[src/rtl/or_pkg.sv]
// rtl/or_pkg.sv - shared types and helpers for the OR splitter
package or_pkg;

   localparam int DEFAULT_DATA_WIDTH = 8;
   localparam int DEFAULT_IDX_W      = $clog2(DEFAULT_DATA_WIDTH);

   typedef enum logic {IDLE, EMIT} split_state_t;

   // Position of the lowest set bit; returns 0 for an all-zero vector.
   function automatic logic [DEFAULT_IDX_W-1:0] lsb_index(input logic [DEFAULT_DATA_WIDTH-1:0] vector);
      logic [DEFAULT_IDX_W-1:0] idx;
      idx = '0;
      for (int i = DEFAULT_DATA_WIDTH - 1; i >= 0; i--) begin
         if (vector[i]) idx = DEFAULT_IDX_W'(i);
      end
      return idx;
   endfunction

endpackage

[src/rtl/or_splitter_lsb_finder.sv]
// rtl/or_splitter_lsb_finder.sv - isolates the lowest set bit of a vector
module lsb_finder #(
   parameter int WIDTH = 8,
   parameter int IDX_W = $clog2(WIDTH)
) (
   input  logic [WIDTH-1:0] vector,
   output logic [WIDTH-1:0] onehot,
   output logic [IDX_W-1:0] index,
   output logic             single
);

   assign onehot = vector & (~vector + WIDTH'(1));
   assign single = (vector != '0) && ((vector & (vector - WIDTH'(1))) == '0);

   always_comb begin
      index = '0;
      for (int i = 0; i < WIDTH; i++) begin
         if (onehot[i]) index = IDX_W'(i);
      end
   end

endmodule

[src/rtl/or_splitter.sv]
// rtl/or_splitter.sv - splits a merged flag word into one-hot beats, LSB first
module or_splitter
   import or_pkg::*;
#(
   parameter  int DATA_WIDTH = DEFAULT_DATA_WIDTH,
   localparam int IDX_W      = $clog2(DATA_WIDTH)
) (
   input  logic                  clk,
   input  logic                  reset,
   input  logic [DATA_WIDTH-1:0] in_data,
   input  logic                  in_valid,
   output logic                  in_ready,
   output logic [DATA_WIDTH-1:0] out_onehot,
   output logic [IDX_W-1:0]      out_index,
   output logic                  out_last,
   output logic                  out_valid,
   input  logic                  out_ready,
   output logic                  zero_word
);

   split_state_t          state;
   logic [DATA_WIDTH-1:0] remaining;
   logic                  single;
   logic                  accept;
   logic                  out_fire;

   lsb_finder #(
      .WIDTH (DATA_WIDTH),
      .IDX_W (IDX_W)
   ) u_lsb (
      .vector (remaining),
      .onehot (out_onehot),
      .index  (out_index),
      .single (single)
   );

   assign out_valid = (state == EMIT);
   assign out_last  = out_valid & single;
   assign out_fire  = out_valid & out_ready;

   // out_ready reaches in_ready combinationally so a new word can load on the final beat.
   assign in_ready  = ~reset & ((state == IDLE) | (out_fire & out_last));
   assign accept    = in_valid & in_ready;

   always_ff @(posedge clk) begin
      if (reset) begin
         state     <= IDLE;
         remaining <= '0;
         zero_word <= 1'b0;
      end else begin
         zero_word <= 1'b0;
         if (accept) begin
            if (in_data == '0) begin
               zero_word <= 1'b1;
               remaining <= '0;
               state     <= IDLE;
            end else begin
               remaining <= in_data;
               state     <= EMIT;
            end
         end else if (out_fire) begin
            remaining <= remaining & ~out_onehot;
            if (out_last) state <= IDLE;
         end
      end
   end

endmodule

[config.mk]
export PLATFORM = sky130hd
export DESIGN_NAME = or_splitter
export DESIGN_NICKNAME = d
export VERILOG_FILES = /design/src/rtl/or_pkg.sv /design/src/rtl/or_splitter_lsb_finder.sv /design/src/rtl/or_splitter.sv
export SDC_FILE = /design/constraint.sdc
export NUM_CORES = 1
export LEC_CHECK = 0
export ABC_AREA = 1
export ABC_CLOCK_PERIOD_IN_PS = 1820
export BUFFER_PORTS_ARGS = -buffer_cell sky130_fd_sc_hd__buf_2
export CAP_MARGIN = 20
export CORE_AREA = 2 2 42 44
export CTS_BUF_LIST = sky130_fd_sc_hd__clkbuf_2 sky130_fd_sc_hd__clkbuf_4 sky130_fd_sc_hd__clkbuf_8
export CTS_CLUSTER_SIZE = 24
export DETAILED_ROUTE_END_ITERATION = 10
export DIE_AREA = 0 0 44 46
export PLACE_DENSITY = 0.8
export SLEW_MARGIN = 10
export SYNTH_ARGS = -nofsm -noshare
export SYNTH_HDL_FRONTEND = slang
export SYNTH_HIERARCHICAL = 1
export SYNTH_SLANG_ARGS = --single-unit
[constraint.sdc]
create_clock -name clk -period 1.82 [get_ports clk]
set_input_delay 0.091 -clock clk [delete_from_list [all_inputs] [get_ports clk]]
set_output_delay 0.091 -clock clk [all_outputs]
set_load 0.02 [all_outputs]
==> impl_metrics.csv <==
group,metric,value,unit
outcome,status,"complete, no violations",
floorplanning,die-area,2024,µm²
timing,fraction_of_the_cycle_the_final_worst_path_needs,0.9714,
place,gpl.final_weighted_congestion,0.9291,
floorplanning,initial_utilization,0.4519,
setup_path,crit_path_cell_trace,"nor2_4 -> nand2_4 -> nor2_2 -> nand2_2 -> nand2_1 -> nand2_1 -> nor2_2 -> nand2_1 -> a21oi_2 -> buf_6",
global_routing,grt_max_degree,11,
setup_path,cp_common_cell,"nand2_1",
logic_synthesis,yosys_warnings,6,
logic_synthesis,synth_cell_types,20,
logic_synthesis,most_frequent_cell_after_synthesis,"nand2_1",
routing,route.vias.total,789,
layout,post_route_cells_drive_above_1_share,0.4054,
global_routing,busiest_layer,"met2",
setup_path,timing.critical_path.arrival,1680,ps
layout,layoutNonFillerInstCount,165,
routing,route.final.wire_length,1.682,mm
setup_path,critical_path.slowest_cell,"dfxtp_2",
worst_hold_path,timing.hold.worst.class,"in2reg",
setup_path,crit_type,"reg2out",
power_and_ir_drop,power.leakage,0.5011,nW
setup_path,worstPathBufferInverterCount,1,
global_routing,gr-usage-all-layers,0.1698,
logic_synthesis,synthDominantAreaCellType,"dfxtp_1",
floorplanning,coreArea,1614,µm²
logic_synthesis,synth_ff_type,"dfxtp_1",
routing,post_drt_via_cell_ratio,4.782,
routing,iter_0_drt_violations,6,
setup_path,cp_data_required_time,1730,ps
logic_synthesis,syn_area,729.5,µm²
logic_synthesis,number_of_flops_mapped_to_enable_cells_by_yosys,0,
setup_path,worstSetupEndpointType,"output pin",
clock_network,cts-root-to-sink-buffers,2,
clock_network,tritoncts.num_buffers,3,
logic_synthesis,postSynthCellCount,120,
logic_synthesis,synth-compound-area-share,0.08919,
layout,n_antenna_cell,0,
logic_synthesis,synth_async_sr_flop_share,0,
global_routing,grt_antenna_before_repair,0,
logic_synthesis,synth-seq-area-share,0.2744,
power_and_ir_drop,vdd_ir_drop_max,347.5,µV
power_and_ir_drop,power_per_cell_area,758.9,nW/µm²
setup_path,worst_path_dominant_cell_family,"simple AND/OR/NAND/NOR gates",
logic_synthesis,ys_ff_latch,10,
logic_synthesis,netlist_top_cells_area,"dfxtp_1 27%, nand2_1 18%, nor2_1 11%",
routing,drcViolationCount,0,
setup_path,slowest_delay,350,ps
clock_network,cts.htree.levels,1,
clock_network,cts_sinks,10,
logic_synthesis,synthSimpleGateAreaFrac,0.5317,
global_routing,grt_first_pass_wirelength,2.525,mm
logic_synthesis,synth_xor_xnor_area_share,0,
timing,timing.hold.ws,32.86,ps
floorplanning,die_h,46,µm
logic_synthesis,synth_mux_area_frac,0,
logic_synthesis,syn_avg_cell_area,6.079,µm²
timing,max_slew_margin,0.8441,
timing,fin_crit_period,1768,ps
clock_network,hold_buffers,0,
logic_synthesis,synth_top_family_by_area,"simple AND/OR/NAND/NOR gates",
global_routing,grt_pass1_vias,684,
logic_synthesis,yosys.area_share.adder,0,
logic_synthesis,synth_largest_type_area_fraction,0.2744,
timing,pins_over_their_slew_limit,0,
floorplanning,row_count,15,
clock_network,tritoncts_clock_tree,"built",
timing,setup_viol,0,
place,hpwl,1.374,mm
global_routing,grt.met1_usage,0.1805,
clock_network,clkTransAtPathRegs,60,ps
logic_synthesis,syn_nets,132,
routing,first_pass_drt_iterations,4,
clock_network,worst_skew_pair.late_latency,270,ps
global_routing,globalRouteMet3Util,0.01190,
layout,finish.instance_area,915.9,µm²
job,max_cap_viol_count,0,
layout,layout.nets,162,
timing,clock.fmax,565.6,MHz
place,placedCellCount,162,
global_routing,grt_util_met2,0.3088,
setup_path,setup.worst_path.start_class,"register",
logic_synthesis,synth_commonest_cells,"35 x nand2_1, 21 x nor2_1, 12 x inv_1, 10 x dfxtp_1, 8 x nand2_2",
place,port_buffers,26,
routing,route.detailed.wl_per_inst,10.19,µm
timing,timing.final.hold_violations,0,
floorplanning,ios,27,
timing,tightestPinTransition,233.5,ps
routing,antenna_violating_nets_post_route,0,
global_routing,grt_overflow_total,0,
setup_path,cp_max_fo,5,
place,post_dp_cell_area,873.3,µm²
clock_network,cts.root.buffer_cell,"clkbuf_4",
timing,fin_worst_skew,3.095,ps
floorplanning,die_w,44,µm
layout,synthesis_to_layout_area_growth,25.56,%
[final timing paths]
kind                     start      endpoint  slack, ps  cells past startpoint
setup / recovery  remaining[1]      in_ready         50                     10
setup reg to reg  remaining[1]  remaining[1]        140                     13
hold reg to reg   remaining[1]  remaining[1]        550                      2
hold / removal      in_data[5]  remaining[5]         30                      3
[registers in the layout (all words and copies together), names as in the netlist]
| register | count |
|---|---|
| out_valid | 1 |
| remaining | 8 |
| zero_word | 1 |
[timing repair]
action	4_1_cts	5_1_grt
buffers inserted	0	0
gates resized for setup	0	8
endpoints found under the setup margin	0	4
[stage by stage]
| stage | util | power, mW | TNS, ps | worst slack [ps] |
|---|---|---|---|---|
| 5_1_grt | 0.5674 | 0.7366 | -25.03 | -25.03 |
| 3_3_place_gp | 0.5411 | 0.5328 | 0 | 195.4 |
| 3_5_place_dp | 0.5411 | 0.5397 | 0 | 133.3 |
| 4_1_cts | 0.5550 | 0.6863 | 0 | 12.80 |
| 2_1_floorplan | - | 0.4636 | 0 | 290.6 |
| 6_report | 0.5674 | 0.6950 | 0 | 51.98 |
[layout make-up]
class	count	area, µm²
multi-input cells	92	461.7
flip-flops and latches	10	205.2
repair buffers	26	136.4
inverters	17	68.82
well taps	17	21.27
clock buffers	3	22.52
fillers	152	698.2
[per-layer routing]
| layer | vias to the layer above | part of all wire |
|---|---|---|
| met5 | - | 0 |
| met4 | 0 | 0.025 |
| met3 | 5 | 0.036 |
| met2 | 16 | 0.51 |
| met1 | 341 | 0.43 |
| li1 | 427 | - |
[kinds of logic after synthesis]
group           count (synthesis)
buf+inv                        18
flops                          10
simple gates                   82
compound gates                 10
[cells in the final DEF (no fill, tap or decap), types with 2 or more instances in the layout]
master,synthesis,routed
dfxtp_1,10,8
o21ai_0,2,2
clkbuf_4,0,3
nor2_2,5,7
nand2_1,35,35
nand3_1,7,7
buf_2,0,25
nor2_1,21,19
a21oi_1,3,2
o21ai_2,4,4
inv_1,12,12
nand2_2,8,8
inv_2,4,4
[where the power goes]
part           total [mW]  switching [mW]  internal, mW
clock               0.150          0.0734        0.0764
sequential          0.261          0.0245         0.237
combinational       0.284           0.185        0.0986
total               0.695           0.283         0.412
[worst register-to-register path: stages (launching register included)]
cell and delay, ps:
dfxtp_2 350, nor2_4 160, nand2_4 90, nor2_2 120, nand2_2 70, nand2_1 60, nand2_1 60, nor2_2 110
nand2_1 110, nand2_2 100, nand3_4 140, inv_6 140, nand2_2 60, o21ai_2 50
(Power assumes the default switching activity.)
